## src/rtl/secuenciador_control.sv

```systemverilog
// secuenciador_control: fetch/decode sequencer for the 4-bit ALU datapath (optional SINGLE_STEP_EN adds step input and WAIT state)
module secuenciador_control #(
  parameter int ADDR_W = 8
) (
  input  logic              clk,
  input  logic              rst,
`ifdef SINGLE_STEP_EN
  input  logic              step,
`endif
  input  logic [7:0]        instr_in,
  input  logic              carry_in,
  input  logic              zero_in,
  output logic [ADDR_W-1:0] pc_out,
  output logic [2:0]        alu_op,
  output logic [3:0]        data_out,
  output logic              en_bus1,
  output logic              en_accu,
  output logic              en_bus2,
  output logic              halted
);
  typedef enum logic [2:0] {
    FETCH, EXEC, OPERAND, HALT
`ifdef SINGLE_STEP_EN
    , WAIT
`endif
  } state_t;
`ifdef SINGLE_STEP_EN
  localparam state_t DONE = WAIT;
`else
  localparam state_t DONE = FETCH;
`endif
  state_t            state;
  logic [ADDR_W-1:0] pc;
  logic [3:0]        ir;
  logic              c_flag, z_flag;
  logic [3:0]        op;
  logic [2:0]        d_alu;
  logic              is_jmp, is_halt, d_bus1, d_accu, take;
  assign op     = instr_in[7:4];
  assign pc_out = pc;
  // decode the byte being fetched and the jump condition of the latched opcode
  always_comb begin
    is_jmp  = op >= 4'h8 && op <= 4'hC;
    is_halt = op == 4'hF;
    d_bus1  = op >= 4'h1 && op <= 4'h4;
    d_accu  = d_bus1 && op != 4'h3;
    d_alu   = op == 4'h1 ? 3'b010 : op == 4'h2 ? 3'b011 : op == 4'h3 ? 3'b001 : op == 4'h4 ? 3'b100 : 3'b000;
    take    = ir == 4'h8 ? 1'b1 : ir == 4'h9 ? c_flag : ir == 4'hA ? !c_flag :
              ir == 4'hB ? z_flag : ir == 4'hC ? !z_flag : 1'b0;
  end
  // sequencer FSM; datapath controls are registered at FETCH so they are live exactly during EXEC
  always_ff @(posedge clk) begin
    if (rst) begin
      state    <= FETCH;
      pc       <= '0;
      ir       <= '0;
      c_flag   <= 1'b0;
      z_flag   <= 1'b0;
      alu_op   <= '0;
      data_out <= '0;
      en_bus1  <= 1'b0;
      en_accu  <= 1'b0;
      en_bus2  <= 1'b0;
      halted   <= 1'b0;
    end else begin
      alu_op   <= '0;
      data_out <= '0;
      en_bus1  <= 1'b0;
      en_accu  <= 1'b0;
      en_bus2  <= 1'b0;
      case (state)
        FETCH: begin
          ir     <= op;
          pc     <= pc + 1'b1;
          state  <= is_jmp ? OPERAND : is_halt ? HALT : EXEC;
          halted <= is_halt;
          alu_op   <= d_alu;
          data_out <= d_bus1 ? instr_in[3:0] : 4'h0;
          en_bus1  <= d_bus1;
          en_accu  <= d_accu;
          en_bus2  <= op == 4'h5;
        end
        EXEC: begin
          if (en_bus1) begin
            c_flag <= carry_in;
            z_flag <= zero_in;
          end
          state <= DONE;
        end
        OPERAND: begin
          pc    <= take ? ADDR_W'(instr_in) : pc + 1'b1;
          state <= DONE;
        end
        HALT: state <= HALT;
`ifdef SINGLE_STEP_EN
        WAIT: state <= step ? FETCH : WAIT;
`endif
        default: state <= FETCH;
      endcase
    end
  end
endmodule
```

## config.mk

```make
export PLATFORM = sky130hd
export DESIGN_NAME = secuenciador_control
export DESIGN_NICKNAME = d
export VERILOG_FILES = /design/src/rtl/secuenciador_control.sv
export SDC_FILE = /design/constraint.sdc
export NUM_CORES = 1
export LEC_CHECK = 0
export ABC_CLOCK_PERIOD_IN_PS = 2800
export CAP_MARGIN = 15
export CORE_MARGIN = 1.5
export CORE_UTILIZATION = 40
export DETAILED_ROUTE_END_ITERATION = 8
export DONT_BUFFER_PORTS = 1
export HOLD_SLACK_MARGIN = 0.08
export PLACE_DENSITY = 0.58
export SLEW_MARGIN = 20
export SYNTH_ARGS = -nofsm -noshare
export SYNTH_HDL_FRONTEND = slang
export SYNTH_SLANG_ARGS = --single-unit
```

## constraint.sdc

```tcl
create_clock -name clk -period 2.8 [get_ports clk]
set_input_delay 0.28 -clock clk [delete_from_list [all_inputs] [get_ports clk]]
set_output_delay 0.28 -clock clk [all_outputs]
set_load 0.02 [all_outputs]
```

==> results of run 1 <==
==> critical path: stages, from the launching register on <==
cell and delay [ns]:
dfxtp_1 0.57, nand3_2 0.18, or3_1 0.42, a2111o_1 0.40
a31oi_1 0.15
==> cells in the mapped netlist <==
cell / number / share of area [%]
o221a_2: 1 / 0.91
nand4b_1: 1 / 0.71
nand2_1: 9 / 2.7
mux2i_1: 5 / 4.0
xnor2_1: 3 / 2.1
nor2_1: 13 / 3.9
a21oi_1: 9 / 3.6
ha_1: 5 / 5.0
clkbuf_1: 6 / 1.8
o22a_1: 1 / 0.71
nand3_1: 4 / 1.6
and2_1: 7 / 3.5
nor4_1: 4 / 2.0
o221ai_2: 1 / 1.2
a32oi_1: 6 / 4.2
o21ai_1: 1 / 0.40
o22ai_1: 5 / 2.5
a2111o_1: 1 / 0.91
o21a_1: 2 / 1.2
dfxtp_1: 27 / 44
o21ai_0: 1 / 0.40
nor4b_1: 1 / 0.71
nor3_1: 6 / 2.4
nand3_2: 1 / 0.81
buf_2: 1 / 0.40
a31oi_1: 2 / 1.0
nor2b_1: 1 / 0.50
a211oi_1: 2 / 1.2
buf_1: 1 / 0.30
or3_1: 1 / 0.50
inv_1: 4 / 1.2
nand2b_1: 1 / 0.50
nor3b_1: 2 / 1.2
and4_1: 1 / 0.71
o211ai_1: 2 / 1.2
==> registers in the layout (all words and copies together) (netlist names) <==
name and count:
en_bus1 1, en_accu 1, z_flag 1, alu_op 3
data_out 4, c_flag 1, pc_out 8, ir 4
halted 1, state 2, en_bus2 1
==> final cells by class <==
type	count	area, µm²	share of cell area [%]
Multi-Input combinational cell	99	653.1	47.54
Sequential cell	27	540.5	39.34
Timing Repair Buffer	10	97.59	7.104
Tap cell	33	41.29	3.005
Clock buffer	4	26.28	1.913
Inverter	4	15.01	1.093
==> through the flow <==
| stage | hold slack, ns | setup slack [ns] | total power, mW | std cells | util (%) |
|---|---|---|---|---|---|
| final | 0.08471 | 1.023 | 0.8331 | 177 | 45.75 |
| after global routing | 0.08077 | 0.8293 | 0.8811 | 177 | 45.75 |
| after CTS | 0.08165 | 1.034 | 0.8358 | 176 | 45.42 |
| after detailed placement | 0.3530 | 1.069 | 0.6552 | 164 | 41.88 |
| after global placement | 0.3532 | 1.102 | 0.6464 | 164 | 41.88 |
| after floorplan | 0.4017 | 1.121 | 0.6208 | 138 | - |
==> worst paths after layout <==
kind | slack, ns | depth (start not counted) | to
setup reg to reg | 1.02 | 4 | pc_out[7]
setup / recovery | 1.02 | 4 | pc_out[7]
hold / removal | 0.08 | 2 | c_flag
hold reg to reg | 0.49 | 2 | c_flag
==> cells by family (layout without fill, tap and decap cells) <==
kind of cell             count (synthesis)  count (layout)  share of synthesized area [%]
adder cells (fa/ha/maj)                  5               5                          5.045
buffers and inverters                   12              18                          3.732
flip-flops                              27              27                          43.59
AO/OA/AOI/OAI                           34              34                          19.57
AND/OR/NAND/NOR                         52              52                          21.90
XOR/XNOR                                 3               3                          2.119
multiplexers                             5               5                          4.036
==> report_power, final <==
group	leakage [nW]	internal (mW)	switching, mW	total, mW
clock	0.0150	0.0558	0.113	0.169
sequential	0.220	0.418	0.0646	0.482
combinational	0.258	0.0808	0.101	0.182
total	0.493	0.554	0.279	0.833
==> layout by cell type (no fill, tap or decap) <==
cell | synthesis | final
dfxtp_1 | 27 | 27
nor2_1 | 13 | 13
nand2_1 | 9 | 9
a21oi_1 | 9 | 9
dlygate4sd3_1 | 0 | 9
and2_1 | 7 | 7
nor3_1 | 6 | 6
a32oi_1 | 6 | 6
mux2i_1 | 5 | 5
o22ai_1 | 5 | 5
ha_1 | 5 | 5
inv_1 | 4 | 4
nor4_1 | 4 | 4
nand3_1 | 4 | 4
xnor2_1 | 3 | 3
clkbuf_4 | 0 | 3
nor3b_1 | 2 | 2
o211ai_1 | 2 | 2
a31oi_1 | 2 | 2
a211oi_1 | 2 | 2
o21a_1 | 2 | 2
nor4b_1 | 1 | 1
and4_1 | 1 | 1
o22a_1 | 1 | 1
nand2b_1 | 1 | 1
nand4b_1 | 1 | 1
o221a_2 | 1 | 1
nand3_2 | 1 | 1
or3_1 | 1 | 1
o221ai_2 | 1 | 1
a2111o_1 | 1 | 1
nor2b_1 | 1 | 1
o21ai_1 | 1 | 1
o21ai_0 | 1 | 1
clkbuf_1 | 6 | 1
buf_4 | 0 | 1
==> routing by layer <==
metal  vias up  track usage [%]  share of wire, %
met1       504            24.01                46
li1        522                -                 -
met4         0            5.844               1.3
met3         7            5.275               7.1
met5         -                0                 0
met2        35            30.82                45
==> metrics.md, run 1 <==
| Metric | Value |
|---|---|
| Post-cts sizing count | `0` |
| GR Overflow Total | `0` |
| Leak Pwr | `0.4928 nW` |
| Final Skew | `0.006358 ns` |
| Critical path launch point type | `flip-flop` |
| Hold-fix buffers, CTS | `8` |
| Fraction of final layout cells sized beyond drive strength 1 | `4.861%` |
| Number of synthesized register bits | `27` |
| DR vias | `1068` |
| Synth Cell Area | `0.001240 mm²` |
| Yosys cell types | `35` |
| Slew margin rel. | `55.74%` |
| Final Max Slew Viols | `0` |
| RSZ-0062 raised after global routing | `false` |
| Worst Tran Pin Value | `0.6617 ns` |
| FF-to-FF Start | `pc_out[1]` |
| Initial core utilization | `41.29%` |
| N_diodes | `0` |
| Die area | `0.003443 mm²` |
| DRC viols | `0` |
| Vias in the first global route | `1103` |
| Crit path kind | `reg -> reg` |
| Post-Route WL | `2920 µm` |
| Setup TNS | `0 ns` |
| FMAX | `562.6 MHz` |
| Clock-pin slew on the worst setup and hold paths | `0.14 ns` |
| Syn_nets | `155` |
| HPWL after DPL | `1960 µm` |
| Antenna Nets Post-Route | `0` |
| Pwr dens | `606.4 mW/mm²` |
| Layout area overhead | `10.80%` |
| H-tree depth | `1` |
| Post-CTS Setup Inserts | `0` |
| First-pass DRT Iterations | `4` |
| Initial antenna violation count | `0` |
| Post-Synthesis Cells | `138` |
| Skew-Pair Late Insertion Delay | `0.32 ns` |
| GRT Total Usage | `18.79%` |
| Max rail drop VDD | `0.0002022 V` |
| Critical Path Start | `pc_out[1]` |
| # IOs | `31` |
| Minimum clock period | `1.777 ns` |
| Design area | `0.001374 mm²` |
| Outcome | `finished, final reports clean` |
| Max-cap violations | `0` |
| Vias per cell | `6.034` |
| Post-synthesis sequential area ratio | `43.59%` |
| Core area | `0.003003 mm²` |
| Clock sink count | `27` |
| Die Span X | `58.68 µm` |
| Avg Cell Area, Syn | `8.985 µm²` |
| Crit. End Element | `flip-flop` |
| Largest net degree at the start of global routing | `18` |
| Hold Path Origin | `carry_in` |
| Final period utilization | `63.48%` |
| Placed Area | `0.001257 mm²` |
| Warnings, synthesis | `0` |
| Clock Path Buffers | `2` |
| # nets final | `162` |
| Num CTS Buffers | `3` |
| Fill cell count | `310` |
| Die height | `58.68 µm` |
| Global-route wire length before repair | `4988 µm` |
| DR iter-0 viols | `45` |
| Hold/Removal Path Class | `in -> reg` |
| Final Setup Violations | `0` |
| CP Max Fanout | `5` |
| Worst EP required | `3.06 ns` |
| Row Count | `20` |
| Placer Congestion | `0.7414` |
| Routed WL per cell | `16.50 µm` |
| Worst EP arrival | `2.04 ns` |
| CTS tree | `done` |
| Hold Violations, Final | `0` |
| Root Buffer | `clkbuf_4` |
| PortBufs | `0` |
Power figures use the tool's default switching activity.
==> run 2: changes to the inputs <==
--- a/config.mk
+++ b/config.mk
@@ -5,14 +5,14 @@
 export SDC_FILE = /design/constraint.sdc
 export NUM_CORES = 1
 export LEC_CHECK = 0
-export ABC_CLOCK_PERIOD_IN_PS = 2800
+export ABC_CLOCK_PERIOD_IN_PS = 1600
 export CAP_MARGIN = 15
 export CORE_MARGIN = 1.5
 export CORE_UTILIZATION = 40
 export DETAILED_ROUTE_END_ITERATION = 8
 export DONT_BUFFER_PORTS = 1
 export HOLD_SLACK_MARGIN = 0.08
-export PLACE_DENSITY = 0.58
+export PLACE_DENSITY = 0.6
 export SLEW_MARGIN = 20
 export SYNTH_ARGS = -nofsm -noshare
 export SYNTH_HDL_FRONTEND = slang
==> constraint.sdc (replaced) <==
create_clock -name clk -period 1.6 [get_ports clk]
set_input_delay 0.16 -clock clk [delete_from_list [all_inputs] [get_ports clk]]
set_output_delay 0.16 -clock clk [all_outputs]
set_load 0.02 [all_outputs]
==> run 2 against run 1 <==
Effect of this change:
- setup slack got worse by 0.92 ns
- wire length is 2.2% higher
- highest routed layer unchanged
- clock skew about the same
- largest power group unchanged
- clock power increased by 73%
- utilization up 4.6 points
- critical endpoint unchanged
- critical path type unchanged
- worst hold slack gained 0.013 ns
==> metrics.md, run 2 (same netlist as run 1, synthesis figures left out) <==
| Metric | Value |
|---|---|
| Hold Violations, Final | `0 (unchanged)` |
| Reg2Reg Depth | `4 (unchanged)` |
| PortBufs | `0 (unchanged)` |
| Num CTS Buffers | `3 (unchanged)` |
| Worst path slowest cell | `dfxtp_1` |
| FF-to-FF Start | `ir[2]` |
| Layout area overhead | `22.00%` |
| Placer Congestion | `0.7721 (+4.1%)` |
| Reg2reg setup slack | `0.1 ns (-0.92 ns)` |
| Vias per cell | `5.789 (-4.1%)` |
| Worst EP arrival | `1.75 ns (-0.29 ns)` |
| Hold/Removal Path Class | `in -> reg` |
| WHS Endpoint | `en_bus1` |
| Outcome | `finished, final reports clean` |
| Minimum clock period | `1.501 ns (-0.2765 ns)` |
| Reg-to-reg critical path endpoint | `pc_out[7]` |
| CP Max Fanout | `9 (+4)` |
| Post-placement setup slack | `0.1270 ns (-0.9424 ns)` |
| Worst EP required | `1.85 ns (-1.21 ns)` |
| CP bufs+invs | `0 (unchanged)` |
| Routed WL per cell | `15.71 µm (-4.8%)` |
| Fraction of final layout cells sized beyond drive strength 1 | `14.65% (+9.8 points)` |
| Worst Tran Pin Value | `0.6749 ns (+0.01324 ns)` |
| Clock sink count | `27 (unchanged)` |
| Largest delay share family, worst path | `compound AO/OA/AOI/OAI gates` |
| FMAX | `666.3 MHz (+18%)` |
| Placed Area | `0.001358 mm² (+8.0%)` |
| Initial core utilization | `41.29% (unchanged)` |
| Critical Path Start | `ir[2]` |
| Antenna Nets Post-Route | `0 (unchanged)` |
| Row Count | `20 (unchanged)` |
| Most frequent cells in the layout | `24 x dfxtp_1, 12 x nor2_1, 11 x dlygate4sd3_1, 11 x buf_4` |
| Core area | `0.003003 mm² (unchanged)` |
| Root Buffer | `clkbuf_4` |
| Critical path launch point type | `flip-flop` |
| Crit path kind | `reg -> reg` |
| Crit-path max cell delay | `0.47 ns (-0.10 ns)` |
| Die area | `0.003443 mm² (unchanged)` |
| DR iter-0 viols | `39 (-13%)` |
| Initial antenna violation count | `0 (unchanged)` |
| Max rail drop VDD | `0.0005411 V (+170%)` |
| # IOs | `31 (unchanged)` |
| Crit. End Element | `flip-flop` |
| Design area | `0.001513 mm² (+10%)` |
| HPWL after DPL | `1928 µm (-1.7%)` |
| H-tree depth | `1 (unchanged)` |
| # nets final | `175 (+8.0%)` |
| Vias in the first global route | `1085 (-1.6%)` |
| Commonest non-fill, non-tap cell in the layout | `dfxtp_1` |
| Crit path cell chain | `nand4b_1 > o221ai_4 > a2111o_1 > a31oi_1` |
| Die Span X | `58.68 µm (unchanged)` |
| Max-cap violations | `0 (unchanged)` |
| Final worst slack | `0.09918 ns (-0.9235 ns)` |
| Final Setup Violations | `0 (unchanged)` |
| Hold Path Origin | `rst` |
| Max reg flops | `8 (unchanged)` |
| Post-Route WL | `2984 µm (+2.2%)` |
| DRC viols | `0 (unchanged)` |
| GR Overflow Total | `0 (unchanged)` |
| Final period utilization | `93.80% (+30 points)` |
| First-pass DRT Iterations | `4 (unchanged)` |
| Crit path depth | `4 (unchanged)` |
| N_diodes | `0 (unchanged)` |
| Largest net degree at the start of global routing | `18 (unchanged)` |
| Slew margin rel. | `54.86% (-0.89 points)` |
| Pwr dens | `1025 mW/mm² (+69%)` |
| GRT Total Usage | `18.96% (+0.17 points)` |
| Global-route wire length before repair | `4926 µm (-1.2%)` |
| Die height | `58.68 µm (unchanged)` |
| Final Max Slew Viols | `0 (unchanged)` |
| CTS tree | `done` |
| Clock Path Buffers | `2 (unchanged)` |
| Hold path cells | `3 (+1)` |
| Final Skew | `0.005873 ns (-0.0004847 ns)` |
| Skew-Pair Late Insertion Delay | `0.32 ns (about the same)` |
| DR vias | `1100 (+3.0%)` |
| Post-layout power | `1.550 mW (+86%)` |
| Clock-pin slew on the worst setup and hold paths | `0.14 ns (about the same)` |
| Leak Pwr | `0.5635 nW (+14%)` |
-- run 2: changes by cell type in the layout (fill, tap and decap cells not counted), sizes merged --
cell and delta:
dlygate4sd3 +2, buf +11
-- run 2: worst reg2reg max path, cell delays in order, from the launching register on --
cell,delay (ns)
dfxtp_1,0.47
nand4b_1,0.22
o221ai_4,0.20
a2111o_1,0.40
a31oi_1,0.14
-- run 2: what timing repair did --
action / CTS / global route
resized for setup: 0 / 3
setup buffers: 0 / 0
hold endpoints to repair: 26 / 0
setup endpoints to repair: 0 / 3
hold buffers: 11 / 0
-- run 2: stage by stage --
| step | hold slack [ns] | TNS [ns] | std cells | utilization (%) |
|---|---|---|---|---|
| after floorplan | 0.2817 | 0 | 138 | - |
| after global placement | 0.2263 | 0 | 175 | 45.21 |
| after detailed placement | 0.2262 | 0 | 175 | 45.21 |
| after CTS | 0.08127 | 0 | 190 | 49.75 |
| after global routing | 0.1278 | -0.01237 | 190 | 50.38 |
| final | 0.09762 | 0 | 190 | 50.38 |
-- run 2: layout make-up --
cell class / count / area [µm²]
Multi-Input combinational cell: 99 / 673.1
Tap cell: 33 / 41.29
Timing Repair Buffer: 23 / 212.7
Sequential cell: 27 / 544.3
Inverter: 4 / 15.01
Clock buffer: 4 / 26.28
Fill cell: 297 / 1490
-- run 2: power breakdown --
group	switching, mW	total (mW)	leakage, nW	internal (mW)
registers	0.0606	0.795	0.221	0.735
clock network	0.195	0.293	0.0150	0.0975
logic	0.254	0.462	0.327	0.208
total	0.510	1.55	0.563	1.04
-- run 2: worst max path at each step --
| stage | endpoint |
|---|---|
| global route | pc_out[6] |
| global placement | pc_out[1] |
| floorplan | pc_out[7] |
| CTS | pc_out[1] |
| finish | pc_out[7] |
| detailed placement | pc_out[1] |
-- run 2: routing by layer --
layer / GRT usage [%] / vias up / part of all wire, %
met3: 4.835 / 2 / 5.1
met5: 0 / - / 0
met4: 6.818 / 0 / 0.80
li1: - / 546 / -
met1: 24.66 / 524 / 48
met2: 30.50 / 28 / 46
